==> src/rtl/axi_ad7124_up_axi_if.sv <==
// AXI4-Lite bundle between a bus master and the AD7124 up-bus bridge.
interface axi_ad7124_up_axi_if #(
   parameter int AXI_ADDR_WIDTH = 16
);
   logic                      awvalid;
   logic                      awready;
   logic [AXI_ADDR_WIDTH-1:0] awaddr;
   logic                      wvalid;
   logic                      wready;
   logic [31:0]               wdata;
   logic [3:0]                wstrb;
   logic                      bvalid;
   logic                      bready;
   logic [1:0]                bresp;
   logic                      arvalid;
   logic                      arready;
   logic [AXI_ADDR_WIDTH-1:0] araddr;
   logic                      rvalid;
   logic                      rready;
   logic [31:0]               rdata;
   logic [1:0]                rresp;

   modport master (
      output awvalid, awaddr, wvalid, wdata, wstrb, bready, arvalid, araddr, rready,
      input  awready, wready, bvalid, bresp, arready, rvalid, rdata, rresp
   );

   modport slave (
      input  awvalid, awaddr, wvalid, wdata, wstrb, bready, arvalid, araddr, rready,
      output awready, wready, bvalid, bresp, arready, rvalid, rdata, rresp
   );
endinterface

==> src/rtl/axi_ad7124_up_axi.sv <==
// AXI4-Lite slave to up_* register-bus bridge with independent write/read FSMs.
// Optional ack timeout (SLVERR) enabled by defining AXI_AD7124_UP_TIMEOUT_EN.
module axi_ad7124_up_axi #(
   parameter int AXI_ADDR_WIDTH = 16,
   parameter int TIMEOUT_CYCLES = 32
) (
   input  logic               up_clk,
   input  logic               up_rstn,
   axi_ad7124_up_axi_if.slave s_axi,
   output logic               up_wreq,
   output logic [13:0]        up_waddr,
   output logic [31:0]        up_wdata,
   input  logic               up_wack,
   output logic               up_rreq,
   output logic [13:0]        up_raddr,
   input  logic [31:0]        up_rdata,
   input  logic               up_rack
);

   typedef enum logic [1:0] {W_IDLE, W_REQ, W_WAIT, W_RESP} w_state_e;
   typedef enum logic [1:0] {R_IDLE, R_REQ, R_WAIT, R_RESP} r_state_e;

   typedef struct packed {
      logic [13:0] addr;
      logic [31:0] data;
   } wr_req_t;

   w_state_e    w_state_q, w_state_d;
   r_state_e    r_state_q, r_state_d;
   logic        aw_got_q, aw_got_d;
   logic        w_got_q, w_got_d;
   wr_req_t     pend_q, pend_d;
   wr_req_t     up_w_q, up_w_d;
   logic [1:0]  bresp_q, bresp_d;
   logic [13:0] up_raddr_q, up_raddr_d;
   logic [31:0] rdata_q, rdata_d;
   logic [1:0]  rresp_q, rresp_d;

   logic        awready, wready, arready;
   logic        aw_hs, w_hs;

`ifdef AXI_AD7124_UP_TIMEOUT_EN
   localparam logic [7:0] TMO_LAST = 8'(TIMEOUT_CYCLES - 1);
   logic [7:0]  w_cnt_q, w_cnt_d;
   logic [7:0]  r_cnt_q, r_cnt_d;
`else
   logic [7:0]  unused_tmo;
   assign unused_tmo = 8'(TIMEOUT_CYCLES);
`endif

   // Only awaddr/araddr[15:2] reach the register bus; strobes are ignored.
   logic [AXI_ADDR_WIDTH-1:0] unused_awaddr, unused_araddr;
   logic [3:0]                unused_wstrb;
   assign unused_awaddr = s_axi.awaddr;
   assign unused_araddr = s_axi.araddr;
   assign unused_wstrb  = s_axi.wstrb;

   // Write path: AW and W may arrive in either order or together.
   always_comb begin
      w_state_d = w_state_q;
      aw_got_d  = aw_got_q;
      w_got_d   = w_got_q;
      pend_d    = pend_q;
      up_w_d    = up_w_q;
      bresp_d   = bresp_q;
      awready   = 1'b0;
      wready    = 1'b0;
      aw_hs     = 1'b0;
      w_hs      = 1'b0;
`ifdef AXI_AD7124_UP_TIMEOUT_EN
      w_cnt_d   = w_cnt_q;
`endif
      unique case (w_state_q)
         W_IDLE: begin
            awready = up_rstn & ~aw_got_q;
            wready  = up_rstn & ~w_got_q;
            aw_hs   = s_axi.awvalid & awready;
            w_hs    = s_axi.wvalid & wready;
            if (aw_hs) begin
               aw_got_d    = 1'b1;
               pend_d.addr = s_axi.awaddr[15:2];
            end
            if (w_hs) begin
               w_got_d     = 1'b1;
               pend_d.data = s_axi.wdata;
            end
            if ((aw_got_q | aw_hs) & (w_got_q | w_hs)) begin
               w_state_d   = W_REQ;
               aw_got_d    = 1'b0;
               w_got_d     = 1'b0;
               up_w_d.addr = aw_hs ? s_axi.awaddr[15:2] : pend_q.addr;
               up_w_d.data = w_hs ? s_axi.wdata : pend_q.data;
            end
         end
         W_REQ: begin
            w_state_d = W_WAIT;
`ifdef AXI_AD7124_UP_TIMEOUT_EN
            w_cnt_d   = '0;
`endif
         end
         W_WAIT: begin
            if (up_wack) begin
               w_state_d = W_RESP;
               bresp_d   = 2'b00;
            end
`ifdef AXI_AD7124_UP_TIMEOUT_EN
            else if (w_cnt_q == TMO_LAST) begin
               w_state_d = W_RESP;
               bresp_d   = 2'b10;
            end else begin
               w_cnt_d = w_cnt_q + 8'd1;
            end
`endif
         end
         W_RESP: begin
            if (s_axi.bready) w_state_d = W_IDLE;
         end
         default: w_state_d = W_IDLE;
      endcase
   end

   always_comb begin
      r_state_d  = r_state_q;
      up_raddr_d = up_raddr_q;
      rdata_d    = rdata_q;
      rresp_d    = rresp_q;
      arready    = 1'b0;
`ifdef AXI_AD7124_UP_TIMEOUT_EN
      r_cnt_d    = r_cnt_q;
`endif
      unique case (r_state_q)
         R_IDLE: begin
            arready = up_rstn;
            if (s_axi.arvalid & arready) begin
               r_state_d  = R_REQ;
               up_raddr_d = s_axi.araddr[15:2];
            end
         end
         R_REQ: begin
            r_state_d = R_WAIT;
`ifdef AXI_AD7124_UP_TIMEOUT_EN
            r_cnt_d   = '0;
`endif
         end
         R_WAIT: begin
            if (up_rack) begin
               r_state_d = R_RESP;
               rdata_d   = up_rdata;
               rresp_d   = 2'b00;
            end
`ifdef AXI_AD7124_UP_TIMEOUT_EN
            else if (r_cnt_q == TMO_LAST) begin
               r_state_d = R_RESP;
               rdata_d   = 32'hDEAD_DEAD;
               rresp_d   = 2'b10;
            end else begin
               r_cnt_d = r_cnt_q + 8'd1;
            end
`endif
         end
         R_RESP: begin
            if (s_axi.rready) r_state_d = R_IDLE;
         end
         default: r_state_d = R_IDLE;
      endcase
   end

   always_ff @(posedge up_clk or negedge up_rstn) begin
      if (!up_rstn) begin
         w_state_q  <= W_IDLE;
         r_state_q  <= R_IDLE;
         aw_got_q   <= 1'b0;
         w_got_q    <= 1'b0;
         pend_q     <= '0;
         up_w_q     <= '0;
         bresp_q    <= 2'b00;
         up_raddr_q <= '0;
         rdata_q    <= '0;
         rresp_q    <= 2'b00;
`ifdef AXI_AD7124_UP_TIMEOUT_EN
         w_cnt_q    <= '0;
         r_cnt_q    <= '0;
`endif
      end else begin
         w_state_q  <= w_state_d;
         r_state_q  <= r_state_d;
         aw_got_q   <= aw_got_d;
         w_got_q    <= w_got_d;
         pend_q     <= pend_d;
         up_w_q     <= up_w_d;
         bresp_q    <= bresp_d;
         up_raddr_q <= up_raddr_d;
         rdata_q    <= rdata_d;
         rresp_q    <= rresp_d;
`ifdef AXI_AD7124_UP_TIMEOUT_EN
         w_cnt_q    <= w_cnt_d;
         r_cnt_q    <= r_cnt_d;
`endif
      end
   end

   assign s_axi.awready = awready;
   assign s_axi.wready  = wready;
   assign s_axi.bvalid  = (w_state_q == W_RESP);
   assign s_axi.bresp   = bresp_q;
   assign s_axi.arready = arready;
   assign s_axi.rvalid  = (r_state_q == R_RESP);
   assign s_axi.rdata   = rdata_q;
   assign s_axi.rresp   = rresp_q;

   assign up_wreq  = (w_state_q == W_REQ);
   assign up_waddr = up_w_q.addr;
   assign up_wdata = up_w_q.data;
   assign up_rreq  = (r_state_q == R_REQ);
   assign up_raddr = up_raddr_q;

endmodule

==> src/flat_wrapper.sv <==
// flat-port wrapper written by rule: the top's interface ports become plain ports
module axi_ad7124_up_axi_flat 
#(
   parameter int AXI_ADDR_WIDTH = 16,
   parameter int TIMEOUT_CYCLES = 32
)
  (up_clk, up_rstn, up_wreq, up_waddr, up_wdata, up_wack, up_rreq, up_raddr, up_rdata, up_rack, s_axi_awvalid, s_axi_awaddr, s_axi_wvalid, s_axi_wdata, s_axi_wstrb, s_axi_bready, s_axi_arvalid, s_axi_araddr, s_axi_rready, s_axi_awready, s_axi_wready, s_axi_bvalid, s_axi_bresp, s_axi_arready, s_axi_rvalid, s_axi_rdata, s_axi_rresp);
  axi_ad7124_up_axi_if #(.AXI_ADDR_WIDTH(AXI_ADDR_WIDTH)) s_axi_i ();
  input  logic up_clk;
  input  logic up_rstn;
  output logic up_wreq;
  output logic [13:0] up_waddr;
  output logic [31:0] up_wdata;
  input  logic up_wack;
  output logic up_rreq;
  output logic [13:0] up_raddr;
  input  logic [31:0] up_rdata;
  input  logic up_rack;
  input wire logic [$bits(s_axi_i.awvalid)-1:0] s_axi_awvalid;
  input wire logic [$bits(s_axi_i.awaddr)-1:0] s_axi_awaddr;
  input wire logic [$bits(s_axi_i.wvalid)-1:0] s_axi_wvalid;
  input wire logic [$bits(s_axi_i.wdata)-1:0] s_axi_wdata;
  input wire logic [$bits(s_axi_i.wstrb)-1:0] s_axi_wstrb;
  input wire logic [$bits(s_axi_i.bready)-1:0] s_axi_bready;
  input wire logic [$bits(s_axi_i.arvalid)-1:0] s_axi_arvalid;
  input wire logic [$bits(s_axi_i.araddr)-1:0] s_axi_araddr;
  input wire logic [$bits(s_axi_i.rready)-1:0] s_axi_rready;
  output wire logic [$bits(s_axi_i.awready)-1:0] s_axi_awready;
  output wire logic [$bits(s_axi_i.wready)-1:0] s_axi_wready;
  output wire logic [$bits(s_axi_i.bvalid)-1:0] s_axi_bvalid;
  output wire logic [$bits(s_axi_i.bresp)-1:0] s_axi_bresp;
  output wire logic [$bits(s_axi_i.arready)-1:0] s_axi_arready;
  output wire logic [$bits(s_axi_i.rvalid)-1:0] s_axi_rvalid;
  output wire logic [$bits(s_axi_i.rdata)-1:0] s_axi_rdata;
  output wire logic [$bits(s_axi_i.rresp)-1:0] s_axi_rresp;
  assign s_axi_i.awvalid = s_axi_awvalid;
  assign s_axi_i.awaddr = s_axi_awaddr;
  assign s_axi_i.wvalid = s_axi_wvalid;
  assign s_axi_i.wdata = s_axi_wdata;
  assign s_axi_i.wstrb = s_axi_wstrb;
  assign s_axi_i.bready = s_axi_bready;
  assign s_axi_i.arvalid = s_axi_arvalid;
  assign s_axi_i.araddr = s_axi_araddr;
  assign s_axi_i.rready = s_axi_rready;
  assign s_axi_awready = s_axi_i.awready;
  assign s_axi_wready = s_axi_i.wready;
  assign s_axi_bvalid = s_axi_i.bvalid;
  assign s_axi_bresp = s_axi_i.bresp;
  assign s_axi_arready = s_axi_i.arready;
  assign s_axi_rvalid = s_axi_i.rvalid;
  assign s_axi_rdata = s_axi_i.rdata;
  assign s_axi_rresp = s_axi_i.rresp;
  axi_ad7124_up_axi #(.AXI_ADDR_WIDTH(AXI_ADDR_WIDTH), .TIMEOUT_CYCLES(TIMEOUT_CYCLES)) u_core (.up_clk(up_clk), .up_rstn(up_rstn), .s_axi(s_axi_i), .up_wreq(up_wreq), .up_waddr(up_waddr), .up_wdata(up_wdata), .up_wack(up_wack), .up_rreq(up_rreq), .up_raddr(up_raddr), .up_rdata(up_rdata), .up_rack(up_rack));
endmodule
==> config.mk <==
export PLATFORM = sky130hd
export DESIGN_NAME = axi_ad7124_up_axi_flat
export DESIGN_NICKNAME = d
export VERILOG_FILES = /design/src/rtl/axi_ad7124_up_axi_if.sv /design/src/rtl/axi_ad7124_up_axi.sv /design/src/flat_wrapper.sv
export SDC_FILE = /design/constraint.sdc
export NUM_CORES = 1
export LEC_CHECK = 0
export CORE_MARGIN = 3
export CORE_UTILIZATION = 30
export DETAILED_ROUTE_END_ITERATION = 16
export DONT_BUFFER_PORTS = 1
export PLACE_DENSITY = 0.51
export SYNTH_ARGS = -nofsm -noshare
export SYNTH_HDL_FRONTEND = slang
export SYNTH_SLANG_ARGS = --single-unit
==> constraint.sdc <==
create_clock -name up_clk -period 2.6 [get_ports up_clk]
set_input_delay 0.52 -clock up_clk [delete_from_list [all_inputs] [get_ports up_clk]]
set_output_delay 0.52 -clock up_clk [all_outputs]
set_load 0.02 [all_outputs]
==> results of run 1 <==
[sequential cells by signal (all words and copies together), names as in the netlist]
name                cells
u_core.w_state_q        2
u_core.up_waddr        14
u_core.w_got_q          1
u_core.s_axi.rdata     32
u_core.aw_got_q         1
u_core.r_state_q        2
u_core.pend_q          46
u_core.up_raddr        14
u_core.up_wdata        32
[placed cells by master (no fill, tap or decap), drive strengths merged]
cell type / instances
dfrtp: 144
mux2: 93
nand2: 53
o21ai: 47
mux2i: 46
clkbuf: 19
inv: 13
ha: 8
buf: 7
conb: 4
clkinvlp: 4
nand3: 3
clkinv: 3
and3: 2
a21o: 2
nor2b: 2
o32a: 2
a21boi: 2
a221oi: 2
and2: 1
bufinv: 1
[cell families after synthesis]
group	Yosys count	share of synthesized area (%)
fa+ha+maj	8	1.631
other cells	1	0.06110
compound gates	55	5.036
flops	144	58.72
buf+inv	35	3.731
mux	139	26.34
simple gates	61	4.485
[through the flow]
stage          hold WS, ns  instances  power, W
2_1_floorplan       0.2244        446  0.006540
3_3_place_gp        0.2280        691  0.006972
3_5_place_dp        0.2277        691  0.007107
4_1_cts            -0.2339        723  0.009535
5_1_grt            -0.2373        723  0.009975
6_report           -0.1968        723  0.009350
[cell type report]
cell class / instances / area (sq um)
Inverter: 8 / 30.03
Clock buffer: 19 / 442.9
Clock inverter: 13 / 126.4
Sequential cell: 144 / 3603
Multi-Input combinational cell: 267 / 2328
Tap cell: 265 / 331.6
Timing Repair Buffer: 7 / 90.09
Fill cell: 1989 / 12830
[worst max path at each step]
stage	end	slack (ns)
2_1_floorplan	u_core.pend_q[10]$_DFFE_PN0N_	0.95
3_3_place_gp	u_core.pend_q[31]$_DFFE_PN0N_	0.66
3_5_place_dp	u_core.pend_q[31]$_DFFE_PN0N_	0.62
4_1_cts	s_axi_awready	0.42
5_1_grt	s_axi_awready	0.36
6_report	s_axi_awready	0.49
[power breakdown]
| group | internal (W) | switching [W] | leakage [nW] |
|---|---|---|---|
| combinational | 0.00126 | 0.000913 | 1.37 |
| sequential | 0.00331 | 0.00152 | 1.76 |
| clock | 0.00136 | 0.000991 | 0.267 |
[per-layer routing]
metal	routed length, um	part of all wire [%]	GRT usage (%)
met3	1190	9.2	5.956
met4	152	1.2	3.982
met2	6802	52	20.14
met1	4845	37	13.08
met5	0	0	0
==> impl_metrics.toml, run 1 <==
[routing]
drt-pass1-iter-count = 4
wire_per_inst_um = 17.97
detailroute.via_count = 3326
first_iter_violations = 69
avgViaCountPerCell = 4.600
final_routed_wirelength_across_all_metal_layers_um = 12990
detail-route-antenna-nets = 0
remaining_drc_errors = 0

[place]
portBuffers = 0
place.gp.congestion = 0.6946
place_worst_setup_slack_ns = 0.6223
placed_cell_area_sq_mm = 0.006384
dpl.hpwl_um = 8996

[grt]
grt_usage_pct = 11.92
grt_pass1_wl_um = 20560
grt-ovfl-total = 0
vias_in_the_first_global_route = 3696
grt_start_max_net_pins = 153
antenna_violations_before_repair = 0

[synthesis]
syn-mean-instance-area_sq_um = 13.85
synth_enable_flop_cells = 0
synth_top_cell_area_share_pct = 58.72
synth_seq_cells = 144
post_synthesis_cells = 443
yosysWarningCount = 0
yosys.cell_types.count = 27
synth_most_common_cell = "sky130_fd_sc_hd__dfrtp_1"
cells_taking_the_most_area_after_synthesis = "sky130_fd_sc_hd__dfrtp_1 (59%), sky130_fd_sc_hd__mux2_2 (11%), sky130_fd_sc_hd__mux2i_1 (7.5%)"
asyncSetResetFlopFracSynth_pct = 100.0
synth_flop_cell = "sky130_fd_sc_hd__dfrtp_1"
synth_area_sq_mm = 0.006137
synth_seq_area_share_pct = 58.72
synth_commonest_cells = "sky130_fd_sc_hd__dfrtp_1 (144), sky130_fd_sc_hd__mux2_2 (62), sky130_fd_sc_hd__nand2_1 (50)"
post-synth-top-area-cell = "sky130_fd_sc_hd__dfrtp_1"

[pwr]
power_density_mw_per_mm2 = 1345
irDropWorstVdd_mv = 0.4368
leakagePower_nw = 3.399

[finish]
finish.net_count = 562
final_core_util_pct = 35.15
final_layout_size_suffix_gt1_share_pct = 30.13
area.growth.synth_to_final_pct = 13.29
insertedDiodeCount = 0
fin_area_sq_mm = 0.006953

[critical_path]
r2r_start = "u_core.w_state_q[0]$_DFFE_PN0P_"
worstPathBufferInverterCount = 2
cp.required_ns = 2.08
critical_path.max_fanout = 4
cp-start-kind = "flop"
r2r-end = "u_core.pend_q[31]$_DFFE_PN0N_"
r2r.worst_path.cells = 6
setup.worst_path.class = "flop to output port"
crit_start = "u_core.w_state_q[0]$_DFFE_PN0P_"
worst_setup_path_end_kind = "output port"
cp.depth = 4
arrival_ns = 1.59
crit_path_max_incr_delay_ns = 0.41
critical-path-top-delay-family = "flip-flops"
critical_path.cell_chain = "inv_1 -> ha_1 -> buf_4 -> and3_2"
timing.critical_path.slowest_stage_cell = "sky130_fd_sc_hd__dfrtp_1"
worst-r2r-setup-slack_ns = 0.66

[status]
violations_in_the_final_reports = "hold timing"
status = "finished with violations"

[floorplan]
io-pin-count = 212
die_height_um = 149.0
initial_utilization_pct = 31.02
floorplan.die.width_um = 149.0
die_area_sq_mm = 0.02221
design.core.area_sq_mm = 0.01978
number_of_placement_rows = 51

[clock_network]
ctsLongestPathBuffers = 2
clkSinkCount = 144
worstSkewPairLatency_ns = 0.41
cts_post_setup_buffers_inserted = 0
clockRootBuffer = "sky130_fd_sc_hd__clkbuf_16"
cts_resized = 0
inserted_clock_buffers = 17
tritoncts = "built"
clock_tree.htree_level_count = 4
cts.clk_slew.worst_paths_ns = 0.06

[timing]
fin_tns_setup_ns = 0
slew_headroom_pct = 65.70
worst_pin_slew_ns = 0.5139
skew_ns = 0.007574
grt_setup_unrepaired = "false"
timing.final.crit_share_pct = 81.24
fmax_mhz = 473.4
slew_violations = 0
fin_hold_ws_ns = -0.1968
fin_crit_ns = 2.112
finalWorstSetupSlack_ns = 0.4877
finalHoldViolations = 144
timing.final.setup_violations = 0

[hold_path]
worst_hold_path_type = "primary input to asynchronous set/reset pin"

[job]
max_cap_viol_count = 0
No activity file was read; power rests on OpenSTA's default activity.
==> inputs of run 2 (changes only) <==
Clock period 2.6 ns to 1.97 ns, I/O delays scaled along.
==> run 2 against run 1 <==
Effect of this change:
- the flow still finishes with violations (hold timing)
- combinational power is 37% higher
- hold slack lost 0.13 ns
- routed wire length is 1.1% higher
- sequential power increased by 32%
- core utilization is 0.31 points higher
- critical endpoint is now s_axi_wready
==> impl_metrics.toml, run 2 (synthesized netlist as in run 1, its figures left out) <==
[job]
max_cap_viol_count = 0

[pwr]
power.share.clock_pct = 24.8
switching_power_w = 0.004668
combPwrFrac_pct = 23.9
share_of_total_power_consumed_by_net_switching_pct = 37.53
cell_internal_pwr_w = 0.007770
power_density_mw_per_mm2 = 1773
total_power_w = 0.01244
irDropWorstVdd_mv = 0.5350
seq_power_share_pct = 51.4
leakagePower_nw = 3.434

[critical_path]
critical_path.max_fanout = 4
arrival_ns = 1.48
r2r.worst_path.cells = 6
cp.required_ns = 1.58
cp-start-kind = "flop"
r2r-end = "u_core.pend_q[0]$_DFFE_PN0N_"
r2r_start = "u_core.w_state_q[1]$_DFFE_PN0P_"
worst_setup_path_end_kind = "output port"
worst-r2r-setup-slack_ns = 0.25
setup.worst_path.class = "flop to output port"

[clock_network]
cts_post_setup_buffers_inserted = 0
clockRootBuffer = "sky130_fd_sc_hd__clkbuf_16"
clkSinkCount = 144
inserted_clock_buffers = 17
ctsLongestPathBuffers = 2
tritoncts = "built"
clock_tree.htree_level_count = 4
worstSkewPairLatency_ns = 0.42
cts.clk_slew.worst_paths_ns = 0.06

[timing]
fin_hold_ws_ns = -0.3280
grt_setup_unrepaired = "false"
skew_ns = 0.007711
fin_crit_ns = 1.876
slew_headroom_pct = 65.89
timing.final.setup_violations = 0
timing.final.crit_share_pct = 95.24
finalHoldViolations = 144
worst_pin_slew_ns = 0.5111
fin_tns_setup_ns = 0
slew_violations = 0
fmax_mhz = 533.0

[floorplan]
floorplan.die.width_um = 149.0
die_height_um = 149.0
design.core.area_sq_mm = 0.01978
number_of_placement_rows = 51
die_area_sq_mm = 0.02221
io-pin-count = 212
initial_utilization_pct = 31.02

[routing]
detailroute.via_count = 3318
remaining_drc_errors = 0
final_routed_wirelength_across_all_metal_layers_um = 13140
drt-pass1-iter-count = 4
wire_per_inst_um = 18.07
detail-route-antenna-nets = 0
avgViaCountPerCell = 4.564
first_iter_violations = 138

[place]
place.gp.congestion = 0.6891
portBuffers = 0
dpl.hpwl_um = 9084

[finish]
layout.cells.most_common_list = "sky130_fd_sc_hd__dfrtp_1 (144), sky130_fd_sc_hd__mux2_2 (62), sky130_fd_sc_hd__nand2_1 (50)"
final_layout_size_suffix_gt1_share_pct = 31.17
insertedDiodeCount = 0
finish.net_count = 566
regMostFlops = "u_core.pend_q"
layout.cells.most_common = "sky130_fd_sc_hd__dfrtp_1"
area.growth.synth_to_final_pct = 14.29
flip_flop_count_of_the_largest_register_after_layout = 46
nFillCells = 1941

[status]
violations_in_the_final_reports = "hold timing"
status = "finished with violations"

[grt]
grt-ovfl-total = 0
grt_pass1_wl_um = 20610
grt_start_max_net_pins = 153
vias_in_the_first_global_route = 3658
grt_usage_pct = 11.99
antenna_violations_before_repair = 0

[hold_path]
worst_hold_path_type = "primary input to asynchronous set/reset pin"
run 2: cell types whose count changed in the layout (fill, tap and decap cells not counted), moves of 2 or more:
cell,change
sky130_fd_sc_hd__buf_12,+2
sky130_fd_sc_hd__buf_4,+2
sky130_fd_sc_hd__inv_6,+2
sky130_fd_sc_hd__inv_8,+4
run 2: repair_timing:
item                                    4_1_cts  5_1_grt
endpoints found under the hold margin       144      144
resized for setup                             1        1
endpoints found under the setup margin        1        1
run 2: routing by layer:
metal  track usage (%)  vias up  wire [um]
met4             4.943        0        217
met3             5.561       13       1094
met5                 0        -          0
met1             13.64     1663       5045
li1                  -     1538          -
met2             19.53      104       6781
run 2: power groups by stage:
stage                     registers (W)  clock network, W  logic, W
after floorplan                 0.00611                 0   0.00252
after global placement          0.00640                 0   0.00285
after detailed placement        0.00646                 0   0.00300
after CTS                       0.00642           0.00321   0.00300
after global routing            0.00657           0.00334   0.00333
final                           0.00639           0.00308   0.00297
run 2: worst max path at each step:
stage,startpoint,to,slack [ns]
after floorplan,u_core.w_state_q[0]$_DFFE_PN0P_,u_core.pend_q[10]$_DFFE_PN0N_,0.32
after global placement,u_core.w_state_q[0]$_DFFE_PN0P_,u_core.pend_q[1]$_DFFE_PN0N_,0.19
after detailed placement,u_core.w_state_q[0]$_DFFE_PN0P_,u_core.pend_q[1]$_DFFE_PN0N_,0.17
after CTS,u_core.w_state_q[0]$_DFFE_PN0P_,s_axi_wready,0.02
after global routing,u_core.w_state_q[0]$_DFFE_PN0P_,s_axi_wready,0.002
final,u_core.w_state_q[0]$_DFFE_PN0P_,s_axi_wready,0.09
run 2: cell type report:
class	count	area (sq um)	area share [%]
timing repair buffer	11	145.1	2.069
inverter	8	30.03	0.4281
sequential	144	3603	51.37
clock buffer	17	425.4	6.065
tap	265	331.6	4.727
multi-input combinational	267	2341	33.38
clock inverter	15	137.6	1.962
run 2: critical path, stage by stage, from the launching register on:
cell	delay, ns
sky130_fd_sc_hd__dfrtp_1	0.41
sky130_fd_sc_hd__inv_1	0.13
sky130_fd_sc_hd__ha_4	0.16
sky130_fd_sc_hd__and3_2	0.21
sky130_fd_sc_hd__buf_4	0.15
run 2: metrics by stage:
step	util, %	std cells	area [sq um]	setup WS, ns	hold slack, ns
detailed placement	32.55	695	6439	0.1695	0.1016
CTS	35.41	727	7004	0.01981	-0.3563
global placement	32.55	695	6439	0.1926	0.1018
finish	35.46	727	7014	0.09387	-0.3280
floorplan	-	446	6148	0.3229	0.09841
global route	35.46	727	7014	0.001794	-0.3622
==> inputs of run 3 (changes only) <==
Settings changed: CORE_MARGIN 3 to 5, CORE_UTILIZATION 30 to 50, PLACE_DENSITY 0.51 to 0.72, SETUP_SLACK_MARGIN from default to 0.15.
==> run 3 against run 2 <==
Effect of this change:
- the run still ends with hold timing left
- combinational power increased by 4%
- non-clock buffer count increased by 4
- flip-flop and latch count unchanged
- highest routed layer unchanged
- sequential power about the same
==> impl_metrics.toml, run 3 (synthesized netlist as in run 1, its figures left out) <==
[place]
dpl.hpwl_um = 8596
place.gp.congestion = 0.7419
portBuffers = 0
dp.cells = 575

[finish]
layout.cells.most_common_list = "sky130_fd_sc_hd__dfrtp_1 (144), sky130_fd_sc_hd__mux2_2 (62), sky130_fd_sc_hd__nand2_1 (50)"
area.growth.synth_to_final_pct = 13.99
register_area_sq_mm = 0.003603
layout.cells.most_common = "sky130_fd_sc_hd__dfrtp_1"
multi_input_comb_area_sq_mm = 0.002350
final_core_util_pct = 58.24
flip_flop_count_of_the_largest_register_after_layout = 46
finish.net_count = 570
post_layout_nonfiller_instances = 612
nFillCells = 945
regMostFlops = "u_core.pend_q"
final_layout_size_suffix_gt1_share_pct = 32.47
insertedDiodeCount = 0

[timing]
slew_headroom_pct = 66.74
fin_hold_ws_ns = -0.3208
fin_crit_ns = 1.766
grt_setup_unrepaired = "true"
finalHoldViolations = 144
timing.final.setup_violations = 0
worst_pin_slew_ns = 0.4983
skew_ns = 0.007154
fin_tns_setup_ns = 0
timing.final.crit_share_pct = 89.63
fmax_mhz = 566.3
slew_violations = 0

[clock_network]
tritoncts = "built"
inserted_clock_buffers = 17
cts.clk_slew.worst_paths_ns = 0.06
clock_tree.htree_level_count = 4
worstSkewPairLatency_ns = 0.41
clkSinkCount = 144
ctsLongestPathBuffers = 2
clockRootBuffer = "sky130_fd_sc_hd__clkbuf_16"

[critical_path]
worst_setup_path_end_kind = "output port"
arrival_ns = 1.37
critical_path.max_fanout = 3
cp-start-kind = "flop"
cp.required_ns = 1.58
setup.worst_path.class = "flop to output port"

[pwr]
irDropWorstVdd_mv = 0.9759
total_power_w = 0.01287
leakagePower_nw = 3.504
power_density_mw_per_mm2 = 1840

[routing]
wire_per_inst_um = 20.16
first_iter_violations = 146
remaining_drc_errors = 0
detailroute.via_count = 3378
drt-pass1-iter-count = 4
final_routed_wirelength_across_all_metal_layers_um = 12340
avgViaCountPerCell = 5.520
detail-route-antenna-nets = 0

[floorplan]
initial_utilization_pct = 51.09
die_area_sq_mm = 0.01459
die_height_um = 120.8
io-pin-count = 212
floorplan.die.width_um = 120.8
number_of_placement_rows = 40
design.core.area_sq_mm = 0.01201

[status]
violations_in_the_final_reports = "hold timing"
status = "finished with violations"

[grt]
vias_in_the_first_global_route = 3664
grt_usage_pct = 17.24
antenna_violations_before_repair = 0
grt-ovfl-total = 0
grt_pass1_wl_um = 19550
grt_start_max_net_pins = 153

[hold_path]
worst_hold_path_type = "primary input to asynchronous set/reset pin"

[job]
max_cap_viol_count = 0
==> run 3: cell count changes in the layout (fill, tap and decap cells not counted), moves of 4 or more <==
cell,delta
sky130_fd_sc_hd__bufinv_16,+4
sky130_fd_sc_hd__clkbuf_8,+4
sky130_fd_sc_hd__inv_6,-5
sky130_fd_sc_hd__inv_8,-4
==> run 3: where the power goes <==
part           switching, W  internal (W)  total, W
Clock               0.00116       0.00225   0.00341
Combinational       0.00127       0.00181   0.00308
Sequential          0.00200       0.00437   0.00638
Total               0.00444       0.00843    0.0129
==> run 3: metal layers <==
layer | wire [um] | GRT usage, % | share of wire (%)
met5 | 0 | 0 | 0
met4 | 259 | 7.436 | 2.1
met3 | 1000 | 7.390 | 8.1
met2 | 6450 | 29.17 | 52
met1 | 4627 | 18.93 | 38
==> run 3: stage by stage <==
stage          setup slack, ns  hold WS (ns)  cell area (sq um)
6_report                0.2043       -0.3208               6995
5_1_grt                 0.1440       -0.3536               6995
4_1_cts                 0.1648       -0.3458               6982
3_5_place_dp            0.1469        0.1019               6289
3_3_place_gp            0.1922        0.1019               6289
2_1_floorplan           0.3229       0.09841               6148
==> run 3: worst max-delay path, cell delays in order (launching register included) <==
cell,delay [ns]
sky130_fd_sc_hd__dfrtp_1,0.42
sky130_fd_sc_hd__inv_2,0.08
sky130_fd_sc_hd__ha_2,0.18
sky130_fd_sc_hd__and2_4,0.14
sky130_fd_sc_hd__buf_4,0.13
==> run 3: timing repair <==
action,in CTS,in global routing
setup endpoints to repair,27,2
hold endpoints to repair,144,144
pin swaps,1,0
setup buffers,5,1
gates resized for setup,7,2
==> run 3: layout make-up <==
class | instances | area share, %
inverter | 8 | 0.4293
clock buffer | 22 | 6.922
multi-input combinational | 267 | 33.59
clock inverter | 9 | 2.182
tap | 147 | 2.629
timing repair buffer | 15 | 2.737
sequential | 144 | 51.51
==> run 3: worst paths after layout <==
kind	start	end	slack (ns)	cells after the start
max in group asynchronous	up_rstn	u_core.up_raddr[8]$_DFFE_PN0P_	2.10	0
hold reg to reg	u_core.pend_q[14]$_DFFE_PN0N_	u_core.pend_q[14]$_DFFE_PN0N_	0.51	1
hold / removal	up_rstn	u_core.up_wdata[30]$_DFFE_PN0P_	-0.32	0
min in group up_clk	s_axi_araddr[14]	u_core.up_raddr[12]$_DFFE_PN0P_	0.13	1
setup / recovery	u_core.r_state_q[1]$_DFFE_PN0P_	s_axi_arready	0.20	4
setup reg to reg	u_core.w_state_q[0]$_DFFE_PN0P_	u_core.w_state_q[1]$_DFFE_PN0P_	0.25	5
